===== config.mk =====
export PLATFORM = sky130hd
export DESIGN_NAME = spi_slave_if_flat
export DESIGN_NICKNAME = d
export VERILOG_FILES = /design/src/rtl/spi_slave_if_if.sv /design/src/rtl/spi_slave_if.sv /design/src/flat_wrapper.sv
export SDC_FILE = /design/constraint.sdc
export NUM_CORES = 1
export LEC_CHECK = 0
export CORE_UTILIZATION = 54
export CTS_CLUSTER_SIZE = 40
export DETAILED_ROUTE_END_ITERATION = 10
export GPL_TIMING_DRIVEN = 0
export PLACE_DENSITY = 0.79
export SLEW_MARGIN = 20
export SYNTH_ARGS = -nofsm -noshare
export SYNTH_HDL_FRONTEND = slang
export SYNTH_SLANG_ARGS = --single-unit

===== constraint.sdc =====
create_clock -name clk -period 3.75 [get_ports clk]
set_clock_uncertainty 0.1 [all_clocks]
set_input_delay 0.375 -clock clk [delete_from_list [all_inputs] [get_ports clk]]
set_output_delay 0.375 -clock clk [all_outputs]
set_load 0.005 [all_outputs]

===== src/rtl/spi_slave_if_if.sv =====
// SPI-side and RAM-side signal bundle for the SPI slave front end.
// The master modport is the SPI master plus the RAM; the slave modport is the front end.
interface spi_slave_if_if #(
  parameter int FRAME_W = 10,
  parameter int DATA_W  = 8
);
  logic               SS_n;
  logic               MOSI;
  logic               MISO;
  logic [FRAME_W-1:0] rx_data;
  logic               rx_valid;
  logic [DATA_W-1:0]  tx_data;
  logic               tx_valid;

  modport slave (
    input  SS_n, MOSI, tx_data, tx_valid,
    output MISO, rx_data, rx_valid
  );

  modport master (
    output SS_n, MOSI, tx_data, tx_valid,
    input  MISO, rx_data, rx_valid
  );
endinterface


===== src/rtl/spi_slave_if.sv =====
// SPI slave serial front end: deserialises MOSI frames for the RAM and
// shifts RAM read data out on MISO, one SPI bit per system clock.
module spi_slave_if #(
  parameter int FRAME_W = 10,
  parameter int DATA_W  = 8
) (
  input  logic           clk,
  input  logic           rst,
  spi_slave_if_if.slave  bus
);

  typedef enum logic [2:0] {
    IDLE,
    CHK_CMD,
    WRITE,
    READ_ADD,
    READ_DATA
  } state_t;

  localparam logic [3:0] FRAME_LAST = 4'(FRAME_W - 1);
  localparam logic [3:0] FRAME_CNT  = 4'(FRAME_W);
  localparam logic [3:0] TX_LAST    = 4'(DATA_W);
  localparam logic [3:0] TX_DONE    = 4'(DATA_W + 1);

  state_t             state_reg;
  logic [3:0]         bit_cnt_reg;
  logic [FRAME_W-2:0] rx_shift_reg;
  logic [FRAME_W-1:0] rx_data_reg;
  logic               rx_valid_reg;
  logic               rd_addr_pend_reg;
  logic [DATA_W-1:0]  tx_shift_reg;
  logic [3:0]         tx_cnt_reg;
  logic               miso_reg;

  assign bus.MISO     = miso_reg;
  assign bus.rx_data  = rx_data_reg;
  assign bus.rx_valid = rx_valid_reg;

  // tx_cnt_reg: 0 = waiting for RAM data, 1..DATA_W = bits driven, TX_DONE = finished
  always_ff @(posedge clk) begin
    if (rst) begin
      state_reg        <= IDLE;
      bit_cnt_reg      <= '0;
      rx_shift_reg     <= '0;
      rx_data_reg      <= '0;
      rx_valid_reg     <= 1'b0;
      rd_addr_pend_reg <= 1'b0;
      tx_shift_reg     <= '0;
      tx_cnt_reg       <= '0;
      miso_reg         <= 1'b0;
    end else begin
      rx_valid_reg <= 1'b0;
      if (state_reg != IDLE && bus.SS_n) begin
        // Chip select dropped: abandon any partial frame or transmission.
        state_reg    <= IDLE;
        bit_cnt_reg  <= '0;
        rx_shift_reg <= '0;
        tx_shift_reg <= '0;
        tx_cnt_reg   <= '0;
        miso_reg     <= 1'b0;
      end else begin
        case (state_reg)
          IDLE: begin
            if (!bus.SS_n) state_reg <= CHK_CMD;
          end
          CHK_CMD: begin
            rx_shift_reg <= {{(FRAME_W-2){1'b0}}, bus.MOSI};
            bit_cnt_reg  <= 4'd1;
            if (!bus.MOSI)             state_reg <= WRITE;
            else if (rd_addr_pend_reg) state_reg <= READ_DATA;
            else                       state_reg <= READ_ADD;
          end
          default: begin
            if (bit_cnt_reg < FRAME_CNT) begin
              rx_shift_reg <= {rx_shift_reg[FRAME_W-3:0], bus.MOSI};
              bit_cnt_reg  <= bit_cnt_reg + 4'd1;
              if (bit_cnt_reg == FRAME_LAST) begin
                rx_data_reg  <= {rx_shift_reg, bus.MOSI};
                rx_valid_reg <= 1'b1;
                if (state_reg == READ_ADD)  rd_addr_pend_reg <= 1'b1;
                if (state_reg == READ_DATA) rd_addr_pend_reg <= 1'b0;
              end
            end else if (state_reg == READ_DATA) begin
              if (tx_cnt_reg == 4'd0) begin
                if (bus.tx_valid) begin
                  miso_reg     <= bus.tx_data[DATA_W-1];
                  tx_shift_reg <= {bus.tx_data[DATA_W-2:0], 1'b0};
                  tx_cnt_reg   <= 4'd1;
                end
              end else if (tx_cnt_reg < TX_LAST) begin
                miso_reg     <= tx_shift_reg[DATA_W-1];
                tx_shift_reg <= {tx_shift_reg[DATA_W-2:0], 1'b0};
                tx_cnt_reg   <= tx_cnt_reg + 4'd1;
              end else if (tx_cnt_reg == TX_LAST) begin
                miso_reg   <= 1'b0;
                tx_cnt_reg <= TX_DONE;
              end
            end
          end
        endcase
      end
    end
  end

endmodule


===== src/flat_wrapper.sv =====
// flat-port wrapper written by rule: the top's interface ports become plain ports
module spi_slave_if_flat 
#(
  parameter int FRAME_W = 10,
  parameter int DATA_W  = 8
)
  (clk, rst, bus_SS_n, bus_MOSI, bus_tx_data, bus_tx_valid, bus_MISO, bus_rx_data, bus_rx_valid);
  spi_slave_if_if #(.FRAME_W(FRAME_W), .DATA_W(DATA_W)) bus_i ();
  input  logic clk;
  input  logic rst;
  input wire logic [$bits(bus_i.SS_n)-1:0] bus_SS_n;
  input wire logic [$bits(bus_i.MOSI)-1:0] bus_MOSI;
  input wire logic [$bits(bus_i.tx_data)-1:0] bus_tx_data;
  input wire logic [$bits(bus_i.tx_valid)-1:0] bus_tx_valid;
  output wire logic [$bits(bus_i.MISO)-1:0] bus_MISO;
  output wire logic [$bits(bus_i.rx_data)-1:0] bus_rx_data;
  output wire logic [$bits(bus_i.rx_valid)-1:0] bus_rx_valid;
  assign bus_i.SS_n = bus_SS_n;
  assign bus_i.MOSI = bus_MOSI;
  assign bus_i.tx_data = bus_tx_data;
  assign bus_i.tx_valid = bus_tx_valid;
  assign bus_MISO = bus_i.MISO;
  assign bus_rx_data = bus_i.rx_data;
  assign bus_rx_valid = bus_i.rx_valid;
  spi_slave_if #(.FRAME_W(FRAME_W), .DATA_W(DATA_W)) u_core (.clk(clk), .rst(rst), .bus(bus_i));
endmodule

==> impl_metrics.py <==
metrics = {
    "outcome": {
        "status": "complete, no violations",
    },
    "global_route": {
        "grt_pass1_wl_um": 5913,
        "antenna_found_initial": 0,
        "gr-total-overflow": 0,
        "grtUsageTotal_pct": 22.72,
        "grt_pass1_vias": 1434,
        "grt_max_degree": 13,
    },
    "routing": {
        "avgViaCountPerCell": 5.386,
        "final_antenna_net_count": 0,
        "first_pass_iters": 4,
        "num_vias": 1422,
        "totalWireLength_um": 3512,
        "drt_iter0_drc": 70,
        "route.detailed.drc": 0,
        "wire_per_inst_um": 13.30,
    },
    "sta": {
        "max_slew_margin_pct": 51.94,
        "fin_crit_sh_pct": 50.19,
        "max_freq_mhz": 531.3,
        "rsz0062_at_grt": "no",
        "period_needed_ps": 1882,
        "maxSlewViolCount": 0,
        "hold_violations": 0,
        "whs_ps": 370.3,
        "setup_viol": 0,
        "final.setup.tns_ps": 0,
        "worstMarginPinSlew_ps": 713.4,
    },
    "cells_and_area": {
        "n_fill_cell": 258,
        "mostFrequentLayoutCells": "dfxtp_1, nor2_1, clkdlybuf4s50_1",
        "finalNonFillerCells": 264,
        "layout_commonest_cell": "dfxtp_1",
        "layout.nets": 236,
        "utilization_pct": 68.16,
        "area_growth_pct": 20.16,
        "drive_above_1_share_pct": 7.727,
        "diodes": 0,
        "largest_reg_flops": 10,
    },
    "cts": {
        "clkSinkCount": 40,
        "postCtsSetupRepairBufs": 0,
        "postCtsHoldBufs": 0,
        "htree_levels": 2,
        "cts_root_buffer": "clkbuf_4",
        "cts-resized-gates": 0,
        "cts_tree": "done",
        "numCtsBuffers": 5,
        "insertion_delay_ps": 330,
        "path_clk_slew_ps": 120,
        "clockBufferDepth": 2,
    },
    "placed_design": {
        "portBuffers": 24,
        "hpwl_um": 2536,
        "placed_cells": 256,
        "gp_congestion": 0.8537,
    },
    "power_and_ir_drop": {
        "power_density_nw_per_um2": 347.2,
        "switching_share_pct": 25.48,
        "p_switching_uw": 184.1,
        "power.share.clock_pct": 28.6,
        "p_leak_uw": 0.0007608,
        "internal_power_uw": 538.4,
        "p_comb_share_pct": 10.2,
        "pwr-share-seq_pct": 61.1,
        "irDropWorstVdd_v": 0.0002499,
    },
    "setup_path": {
        "cp.arrival_ps": 2040,
        "required_ps": 3910,
        "crit_path_end_kind": "flip-flop",
        "start_kind": "flip-flop",
        "crit_type": "reg -> reg",
        "cp_max_fo": 10,
    },
    "flow_run": {
        "maxCapViolCount": 0,
    },
    "die": {
        "dieArea_um2": 3437,
        "rows": 20,
        "die_w_um": 58.63,
        "chipHeight_um": 58.63,
        "io_pins": 25,
        "initial_core_util_pct": 56.72,
        "core_area_um2": 3053,
    },
    "logic_synthesis": {
        "synth_warnings": 0,
        "netlist-cell-type-count": 39,
        "synthArstFlopShare_pct": 0,
        "syn_area_um2": 1732,
        "yosysTopAreaCellShare_pct": 46.24,
        "syn_inst": 188,
        "synth.area.top_cells": "dfxtp_1, mux2i_1, nor2_1, nand2_1, a21oi_1",
        "synth_seq_area_share_pct": 46.24,
        "synthFlopType": "dfxtp_1",
        "synth.net_count": 205,
        "synth_top_cell_by_area": "dfxtp_1",
        "synth_edf_count": 0,
        "ys_ff_latch": 40,
        "syn_avg_cell_area_um2": 9.211,
    },
    "hold_path": {
        "hp-class": "reg -> reg",
    },
}
[worst max-delay path: stages (launching register included)]
cell and delay (ps):
dfxtp_1 470, o21ai_0 310, nor4_4 480, buf_6 200
nor2_1 60, a211oi_2 180
[cells by family (layout without fill, tap and decap cells)]
family	after synthesis	after routing	share of synthesized area [%]
DFF	40	40	46.24
buffers and inverters	14	46	3.757
xor gates and xnor gates	1	1	0.5059
adders and majority gates	4	4	2.890
and+or+nand+nor	72	72	19.94
AOI/OAI and AO/OA	36	36	14.45
muxes	21	21	12.21
[power by group through the flow]
| stage | clock (µW) | combinational (µW) | sequential (µW) |
|---|---|---|---|
| floorplan | 0 | 47.0 | 448 |
| global placement | 0 | 71.7 | 450 |
| detailed placement | 0 | 73.3 | 451 |
| CTS | 212 | 73.7 | 442 |
| global route | 236 | 82.5 | 443 |
| finish | 207 | 73.9 | 442 |
[metrics by stage]
stage / cell area [µm²] / worst slack (ps) / total power, µW
after floorplan: 1732 / 2093 / 495.5
after detailed placement: 2027 / 1526 / 524.2
after global placement: 2027 / 1544 / 522.1
after global routing: 2081 / 1741 / 761.1
after CTS: 2081 / 1884 / 727.4
final: 2081 / 1868 / 722.4
[synth_stat cells, types with 3 or more instances]
cell type  instances
mux2i_1           20
ha_1               4
a21oi_1           14
a211oi_1           4
inv_1              5
dfxtp_1           40
nand2b_1           3
a211oi_2           3
clkbuf_1           5
nand2_1           22
nor2_1            30
a41oi_1            3
o21ai_0            3
[area by class of cell]
cell class	instances	area, µm²	area share (%)
Buffer	9	46.29	2.225
Clock buffer	7	45.04	2.165
Clock inverter	1	8.758	0.4209
Inverter	5	18.77	0.9020
Multi-Input combinational cell	134	865.8	41.61
Sequential cell	40	800.8	38.48
Tap cell	44	55.05	2.646
Timing Repair Buffer	24	240.2	11.55
[worst paths after layout]
kind | startpoint | endpoint | slack [ps] | depth (start not counted)
worst max register to register | u_core.bit_cnt_reg[1]$_SDFFE_PP0P_ | u_core.tx_shift_reg[6]$_SDFFE_PP0P_ | 1870 | 5
worst min register to register | u_core.rx_shift_reg[8]$_SDFFE_PP0P_ | u_core.rx_shift_reg[8]$_SDFFE_PP0P_ | 370 | 2
worst min-delay path | u_core.rx_shift_reg[8]$_SDFFE_PP0P_ | u_core.rx_shift_reg[8]$_SDFFE_PP0P_ | 370 | 2
worst max-delay path | u_core.bit_cnt_reg[1]$_SDFFE_PP0P_ | u_core.tx_shift_reg[6]$_SDFFE_PP0P_ | 1870 | 5
[metal layers]
layer	wire length [µm]	track usage, %
met1	1502	24.79
met2	1843	41.05
met3	135	5.495
met4	31	11.22
met5	0	0
Power figures use the tool's default switching activity.
